**src/rtl/genome_pkg.sv**
```systemverilog
`default_nettype none
// ============================================================================
// Module      : genome_pkg
// Description : Shared widths, function-code and FSM enums for the genome
//               loader and its configuration bank.
// Revision    : 1.0
// ============================================================================
package genome_pkg;

    localparam int CONF_W = 11;
    localparam int FUNC_W = 3;
    localparam int INS_W  = 8;
    localparam int SEL_W  = 4;

    typedef enum logic [FUNC_W-1:0] {
        FN_AND   = 3'd0,
        FN_OR    = 3'd1,
        FN_NOT_A = 3'd2,
        FN_XOR   = 3'd3,
        FN_XNOR  = 3'd4,
        FN_NAND  = 3'd5,
        FN_NOR   = 3'd6,
        FN_BUF_A = 3'd7
    } func_e;

    typedef enum logic [1:0] {
        ST_IDLE   = 2'd0,
        ST_LOAD   = 2'd1,
        ST_COMMIT = 2'd2
    } state_e;

    function automatic logic sel_out_of_range(input logic [SEL_W-1:0] sel, input int limit);
        return int'({28'd0, sel}) >= limit;
    endfunction

endpackage
`default_nettype wire

```
**src/rtl/genome_bank.sv**
```systemverilog
`default_nettype none
// ============================================================================
// Module      : genome_bank
// Description : Staging and active genome register files; a commit strobe
//               copies every staging slot into the active bank in one edge.
// Revision    : 1.0
// ============================================================================
module genome_bank
    import genome_pkg::*;
#(
    parameter int NUM_LE = 8,
    parameter int IDX_W  = 4
) (
    input  logic                      clk,
    input  logic                      rst,
    input  logic                      i_wr_en,
    input  logic [IDX_W-1:0]          i_wr_idx,
    input  logic [CONF_W-1:0]         i_wr_word,
    input  logic                      i_commit,
    output logic [FUNC_W*NUM_LE-1:0]  o_func_all,
    output logic [INS_W*NUM_LE-1:0]   o_ins_all
);

    logic [CONF_W-1:0] r_stage  [NUM_LE];
    logic [CONF_W-1:0] r_active [NUM_LE];

    always_ff @(posedge clk) begin
        if (rst) begin
            for (int i = 0; i < NUM_LE; i++) begin
                r_stage[i]  <= '0;
                r_active[i] <= '0;
            end
        end else begin
            for (int i = 0; i < NUM_LE; i++) begin
                if (i_wr_en && (i_wr_idx == IDX_W'(i))) begin
                    r_stage[i] <= i_wr_word;
                end
                if (i_commit) begin
                    r_active[i] <= r_stage[i];
                end
            end
        end
    end

    // Word layout is {func, ins_b, ins_a}; ins_b:ins_a form the 8-bit select field.
    genvar g;
    generate
        for (g = 0; g < NUM_LE; g++) begin : g_out
            assign o_func_all[FUNC_W*g +: FUNC_W] = r_active[g][CONF_W-1 -: FUNC_W];
            assign o_ins_all[INS_W*g +: INS_W]    = r_active[g][INS_W-1:0];
        end
    endgenerate

endmodule
`default_nettype wire

```
**src/rtl/genome_loader.sv**
```systemverilog
`default_nettype none
// ============================================================================
// Module      : genome_loader
// Description : Streams NUM_LE genome words into a staging bank and commits
//               them atomically. Optional select range check enabled by the
//               macro GENOME_LOADER_RANGE_CHECK_EN.
// Revision    : 1.0
// ============================================================================
module genome_loader
    import genome_pkg::*;
#(
    parameter int NUM_LE     = 8,
    parameter int NUM_INPUTS = 11
) (
    input  logic                          clk,
    input  logic                          rst,
    input  logic                          start,
    input  logic                          abort,
    input  logic                          in_valid,
    input  logic [CONF_W-1:0]             in_data,
    output logic                          in_ready,
    output logic                          busy,
    output logic                          done,
    output logic                          err,
    output logic [$clog2(NUM_LE+1)-1:0]   load_count,
    output logic [FUNC_W*NUM_LE-1:0]      conf_func_all,
    output logic [INS_W*NUM_LE-1:0]       conf_ins_all
);

    localparam int CNT_W = $clog2(NUM_LE + 1);

    generate
        if (NUM_LE < 1 || NUM_INPUTS < 1 || NUM_INPUTS > (1 << SEL_W)) begin : g_bad_params
            $error("genome_loader: unsupported NUM_LE / NUM_INPUTS");
        end
    endgenerate

    state_e           r_state;
    state_e           w_state_nxt;
    logic [CNT_W-1:0] r_count;
    logic             r_done;
    logic             w_accept;
    logic             w_last;
    logic             w_commit;
    logic             w_load_ok;

    // abort has priority over a transfer presented in the same cycle.
    assign w_accept = (r_state == ST_LOAD) && in_valid && !abort;
    assign w_last   = (r_count == CNT_W'(NUM_LE - 1));
    assign w_commit = (r_state == ST_COMMIT);

`ifdef GENOME_LOADER_RANGE_CHECK_EN
    logic r_err;
    logic w_word_bad;

    assign w_word_bad = sel_out_of_range(in_data[SEL_W-1:0], NUM_INPUTS)
                     || sel_out_of_range(in_data[2*SEL_W-1:SEL_W], NUM_INPUTS);

    always_ff @(posedge clk) begin
        if (rst) begin
            r_err <= 1'b0;
        end else if ((r_state == ST_IDLE) && start) begin
            r_err <= 1'b0;
        end else if (w_accept && w_word_bad) begin
            r_err <= 1'b1;
        end
    end

    // The final word is checked combinationally so a bad last word also vetoes the commit.
    assign w_load_ok = !(r_err || w_word_bad);
    assign err       = r_err;
`else
    assign w_load_ok = 1'b1;
    assign err       = 1'b0;
`endif

    always_ff @(posedge clk) begin
        if (rst) begin
            r_state <= ST_IDLE;
        end else begin
            r_state <= w_state_nxt;
        end
    end

    always_comb begin
        w_state_nxt = r_state;
        case (r_state)
            ST_IDLE: begin
                if (start) begin
                    w_state_nxt = ST_LOAD;
                end
            end
            ST_LOAD: begin
                if (abort) begin
                    w_state_nxt = ST_IDLE;
                end else if (w_accept && w_last) begin
                    w_state_nxt = w_load_ok ? ST_COMMIT : ST_IDLE;
                end
            end
            ST_COMMIT: begin
                w_state_nxt = ST_IDLE;
            end
            default: begin
                w_state_nxt = ST_IDLE;
            end
        endcase
    end

    // After an abort the count is left as-is so software can see how far the load got.
    always_ff @(posedge clk) begin
        if (rst) begin
            r_count <= '0;
        end else if ((r_state == ST_IDLE) && start) begin
            r_count <= '0;
        end else if (w_accept) begin
            r_count <= r_count + 1'b1;
        end
    end

    always_ff @(posedge clk) begin
        if (rst) begin
            r_done <= 1'b0;
        end else begin
            r_done <= w_commit;
        end
    end

    genome_bank #(
        .NUM_LE (NUM_LE),
        .IDX_W  (CNT_W)
    ) u_bank (
        .clk        (clk),
        .rst        (rst),
        .i_wr_en    (w_accept),
        .i_wr_idx   (r_count),
        .i_wr_word  (in_data),
        .i_commit   (w_commit),
        .o_func_all (conf_func_all),
        .o_ins_all  (conf_ins_all)
    );

    assign in_ready   = (r_state == ST_LOAD);
    assign busy       = (r_state != ST_IDLE);
    assign done       = r_done;
    assign load_count = r_count;

endmodule
`default_nettype wire

```
**config.mk**
```make
export PLATFORM = sky130hd
export DESIGN_NAME = genome_loader
export DESIGN_NICKNAME = d
export VERILOG_FILES = /design/src/rtl/genome_pkg.sv /design/src/rtl/genome_bank.sv /design/src/rtl/genome_loader.sv
export SDC_FILE = /design/constraint.sdc
export NUM_CORES = 1
export LEC_CHECK = 0
export ABC_AREA = 1
export CORE_ASPECT_RATIO = 1.25
export CORE_MARGIN = 5
export CORE_UTILIZATION = 48
export CTS_CLUSTER_SIZE = 28
export DETAILED_ROUTE_END_ITERATION = 8
export GPL_ROUTABILITY_DRIVEN = 0
export PLACE_DENSITY_LB_ADDON = 0.12
export REMOVE_ABC_BUFFERS = 1
export SYNTH_ARGS = -nofsm -noshare
export SYNTH_HDL_FRONTEND = slang
export SYNTH_SLANG_ARGS = --single-unit
```
**constraint.sdc**
```tcl
create_clock -name clk -period 7.24 [get_ports clk]
set_clock_uncertainty 0.05 [all_clocks]
set_input_delay 1.448 -clock clk [delete_from_list [all_inputs] [get_ports clk]]
set_output_delay 1.448 -clock clk [all_outputs]
set_load 0.01 [all_outputs]
```
==> impl_metrics.ini <==
[yosys]
yosys-top-cells-count = 176 x edfxtp_1, 157 x nor2_1, 108 x inv_1
syn-cell-area_sq_um = 6990
async_flop_share_pct = 0
yosysUniqueCellTypes = 23
synth_most_common_cell = edfxtp_1
ys_seq_elements = 183
netlist.area_leader.share_pct = 75.6
synth_ff_type = edfxtp_1
synth_area_leaders = edfxtp_1 76%, nor2_1 8.4%, inv_1 5.8%
synth_largest_area_cell = edfxtp_1
synth_seq_area_share_pct = 77.6
ys_warn_count = 0
synth-edff-count = 176
syn_area_per_cell_sq_um = 13.1
synthCells = 534

[clocking]
cts_setup_buffers = 0
cts-root-buf = clkbuf_16
clk_latency_ns = 0.42
cts_buffer_depth = 2
cts_buffers = 17
cts_resized = 0
clock-sinks = 183
ctsHoldBuffers = 0
clk_pin_slew_ns = 0.06
cts_tree = done
htreeDepth = 4

[final_layout]
area_growth_pct = 26.1
finalNonFillerCells = 835
drive_gt1_share_pct = 7.00
diodes = 0
nNetsFinal = 664
finalCoreUtilization_pct = 61.4

[floorplanning]
die_area_sq_um = 17100
initial_utilization_pct = 48.7
fp.dieW_microns = 118
die_h_microns = 145
coreArea_sq_um = 14300
placementRows = 49
io_pins = 112

[setup_path]
end_kind = register
critical_path.max_fanout = 25
worst_ep_required_time_ns = 7.23
cp-start-kind = input port
max_stage_delay_ns = 1.05
cp_cell_sequence = clkdlybuf4s50_1, inv_1, o21ai_1
crit_arrival_ns = 3.84
critPathSlowestCell = clkdlybuf4s50_1
path_class = in2reg

[sta]
finalCriticalPeriod_ns = 3.84
finalSetupViolations = 0
max_freq_mhz = 260
worstMarginPinSlew_ns = 1.05
slew_violations = 0
hold_ws_ns = 0.493
fin_ws_ns = 3.40
period_share_pct = 53.1
finalHoldViolCount = 0
slew_headroom_pct = 30.2
finalSetupTns_ns = 0
rsz0062_at_grt = false

[routing]
dr_total_vias = 3898
ant_nets = 0
vias_per_cell = 4.67
drt_iter0_drc = 260
drt-total-wl_microns = 12800
firstDrtPassIters = 5
wire_per_inst_microns = 15.4
route.detailed.drc = 0

[grt]
grt_pass1_wl_microns = 20800
grt_overflow = 0
track_usage_pct = 15.7
grt_max_degree = 67
antenna_found_initial = 0
grt_pass1_vias = 4007

[hold_path]
min_path_type = reg2reg

[placement]
dp_cells = 803
dp_hpwl_microns = 8500
dp_slack_ns = 2.94
port_buffers = 110

[job]
cap_violations = 0

[pwr]
power_density_nw_per_um2 = 264
p_leak_nw = 3.47
max-vdd-ir-drop_uv = 154

[outcome]
outcome = completed
flip-flops by register name, indices dropped and copies added (netlist names):
signal,count
u_bank.r_stage,88
done,1
load_count,4
u_bank.r_active,88
r_state,2
metrics by stage:
| stage | power [mW] | instance area [sq um] |
|---|---|---|
| floorplan | 1.29 | 6820 |
| global placement | 1.36 | 8170 |
| detailed placement | 1.36 | 8170 |
| CTS | 2.34 | 8810 |
| global route | 2.40 | 8810 |
| finish | 2.33 | 8810 |
report_power, final:
part,internal (mW),switching (mW)
sequential,1.20,0.0135
clock,0.604,0.385
combinational,0.0501,0.0705
total,1.86,0.469
logic make-up (layout without fill, tap and decap cells):
group	after synthesis	after routing	share of synthesized area, %
AO/OA/AOI/OAI	8	8	0.573
other	1	1	0.0537
flip-flops	183	183	77.6
XOR/XNOR	1	1	0.125
AND/OR/NAND/NOR	205	205	12.5
buffers and inverters	132	255	8.40
adder cells (fa/ha/maj)	4	4	0.716
path summary, 6_finish.rpt:
path / from / endpoint / slack [ns] / cells after the start
worst max-delay path: rst / u_bank.r_stage[0][68]$_DFFE_PP_ / 3.40 / 3
worst min-delay path: u_bank.r_stage[0][53]$_SDFFCE_PN0P_ / u_bank.r_active[1][9]$_SDFFCE_PN0P_ / 0.49 / 2
worst max register to register: r_state[0]$_SDFFE_PP0P_ / u_bank.r_stage[0][25]$_SDFFCE_PN0P_ / 4.92 / 4
worst min register to register: u_bank.r_stage[0][53]$_SDFFCE_PN0P_ / u_bank.r_active[1][9]$_SDFFCE_PN0P_ / 0.49 / 2
layout by cell type, fill, tap and decap left out, types with 3 or more instances in the layout:
cell,netlist,final
dfxtp_1,7,7
bufinv_16,0,4
nand3_1,5,5
a21oi_1,5,5
nor2_1,157,157
inv_2,3,3
clkinv_4,0,3
clkdlybuf4s50_1,0,110
ha_1,4,4
inv_6,0,3
inv_1,108,108
clkbuf_16,0,17
nand2_1,33,33
nand3_4,5,5
edfxtp_1,176,176
per-layer routing:
metal  GRT usage, %  share of wire [%]  vias up
met4           5.68               0.90        0
met5              0                  0        -
met2           25.4                 50      122
met1           19.9                 42     1856
met3           5.06                7.9        9
li1               -                  -     1911
layout make-up:
| class | instances | area [sq um] |
|---|---|---|
| repair buffers | 112 | 1120 |
| fillers | 1168 | 5530 |
| well taps | 178 | 223 |
| clock buffers | 20 | 457 |
| inverters | 111 | 417 |
| clock inverters | 12 | 189 |
| flip-flops and latches | 183 | 5430 |
| multi-input cells | 219 | 988 |
critical path: cells and delay by family:
| family | cells | cell delay, ns |
|---|---|---|
| buffers and inverters | 2 | 1.67 |
| AO/OA/AOI/OAI | 1 | 0.72 |
No activity file was read; power rests on OpenSTA's default activity.
==> RTL edit, RTL diff (config.mk and constraints unchanged) <==
One comparison of `r_count` changes from == to >=.
--- a/src/rtl/genome_loader.sv
+++ b/src/rtl/genome_loader.sv
@@ -48,3 +48,3 @@
     assign w_accept = (r_state == ST_LOAD) && in_valid && !abort;
-    assign w_last   = (r_count == CNT_W'(NUM_LE - 1));
+    assign w_last   = (r_count >= CNT_W'(NUM_LE - 1));
     assign w_commit = (r_state == ST_COMMIT);
Formal check against the unedited RTL: same outputs for any inputs over 10 cycles, from zero or initial values and one cycle with rst high; that may be too few to reach the edited logic, so the function may still have changed.
==> RTL edit against the unedited design <==
  * Register-to-register slack better by 0.33 ns
  * Setup slack improved by 0.018 ns
  * Area after synthesis is 0.54% lower
  * Critical endpoint is now u_bank.r_active[1][10]
  * Total power decreased by 4.0%
  * Combinational power about the same
  * Cell count up 0.12%
  * Sequential cell count did not move
  * Routed wire length increased by 2.2%
  * Die area is 0.49% lower
  * Core utilization decreased by 0.34 points
  * Sequential power hardly changed
  * Critical path depth grew 1
  * Cell area fell by 0.98%
==> RTL edit: results (changes against the unedited design) <==
- The overall routed net length was 13100 um (+2.2%).
- The clock network area share is 6.62% (-0.70 points).
- The xor and xnor area share after synthesis is 0.126% (+0.00068 points).
- The count of cells along the worst register-to-register path is 4 (unchanged).
- The proportion of synthesized chip area in sequential cells was 78.0% (+0.42 points).
- The critical path starts at rst.
- The x dimension of the die came to 118 um (-0.25%).
- The met1 wire length is 5270 um (-1.2%).
- The flow ran to the end, and the final reports show no timing, DRC or antenna violations.
- The global-route wire length before repair is 20900 um (+0.49%).
- The mean instance size in the synthesized netlist is 13.1 sq um (-0.16%).
- The share of cells above drive strength 1 is 6.84% (-0.16 points).
- The count of flip-flops with a built-in enable after synthesis is 176 (unchanged).
- The multi-input gate share of total cell area came to 10.9% (-0.28 points).
- The final-layout clock buffer total is 17 (-15%).
- The placed cell count is 804 (+0.12%).
- The violation count after the first detailed-route iteration is 248 (-4.6%).
- The number of optimization iterations in the first detailed-route pass is 4 (-1).
- The destination of the worst register-to-register timing path is u_bank.r_stage[2][14].
- The total track usage is 16.1% (+0.39 points).
- The total number of H-tree levels is 4 (unchanged).
- By count the netlist is led by sky130_fd_sc_hd__edfxtp_1 (176), sky130_fd_sc_hd__nor2_1 (158), sky130_fd_sc_hd__inv_1 (110).
- The number of non-filler instances in the completed layout is 836 (+0.12%).
- The routed length on met2 was 6730 um (+5.7%).
- The post-synthesis compound-gate area fraction came to 0.720% (+0.15 points).
- The launch point of the worst reg-to-reg path is load_count[2].
- The arithmetic-cell share of the synthesized area counting full adders, half adders and majority gates is 0.720% (+0.0039 points).
- The maximum fanout count along the critical path is 45 (+80%).
- The data arrival time at the worst-slack endpoint was 3.83 ns (about the same).
- The count of fill cells added during filler insertion is 1137 (-2.7%).
- The count of multi-input combinational gates is 218 (-0.46%).
- The amount of wire on met3 after detailed routing is 899 um (-12%).
- The path with the worst hold slack has its endpoint at u_bank.r_active[1][25].
- The register fraction of the total cell area is 62.2% (+0.61 points).
- The fraction of cell area in non-clock buffers is 13.0% (+0.30 points).
- The number of library cell types mapped by synthesis came to 22 (-4.3%).
- The fraction of power consumed by the clock network came to 40.0% (-2.5 points).
- The reg2reg setup slack is 5.25 ns (+0.33 ns).
- The buffer count excluding the clock tree in the final layout is 114 (+1.8%).
- The via count of the first global-routing pass is 3979 (-0.70%).
- The launch point of the worst hold path is u_bank.r_stage[3][3].
- The headroom to the max-slew limit is 29.7% (-0.53 points).
- The cell area after placement came to 0.00815 sq mm (-0.23%).
- The cell leakage power is 3.43 nW (-1.1%).
- The combinational fraction of design power is 5.4% (+0.2 points).
- By area the synthesized netlist is led by sky130_fd_sc_hd__edfxtp_1 (76%), sky130_fd_sc_hd__nor2_1 (8.5%), sky130_fd_sc_hd__inv_1 (5.9%).
- The detailed placement HPWL was 8610 um (+1.3%).
RTL edit: worst max-delay path by stage:
stage,to
2_1_floorplan,u_bank.r_active[0][0]
6_report,u_bank.r_active[1][10]
3_5_place_dp,u_bank.r_active[1][1]
5_1_grt,u_bank.r_active[1][10]
3_3_place_gp,u_bank.r_active[1][3]
4_1_cts,u_bank.r_active[1][10]
RTL edit: per-stage QoR:
step	hold WS, ns	setup WS, ns
floorplan	0.445	-0.0482
global placement	0.467	3.06
detailed placement	0.472	2.96
CTS	0.487	3.38
global route	0.513	3.20
finish	0.486	3.42
RTL edit: routing by layer:
layer / vias up / GRT usage (%)
met3: 21 / 4.46
met5: - / 0
met4: 0 / 5.86
met2: 122 / 27.4
met1: 1854 / 19.9
li1: 1915 / -
RTL edit: critical path: stages:
cell,delay (ns)
sky130_fd_sc_hd__clkdlybuf4s50_1,1.07
sky130_fd_sc_hd__inv_1,0.61
sky130_fd_sc_hd__o21ai_4,0.18
sky130_fd_sc_hd__buf_4,0.47
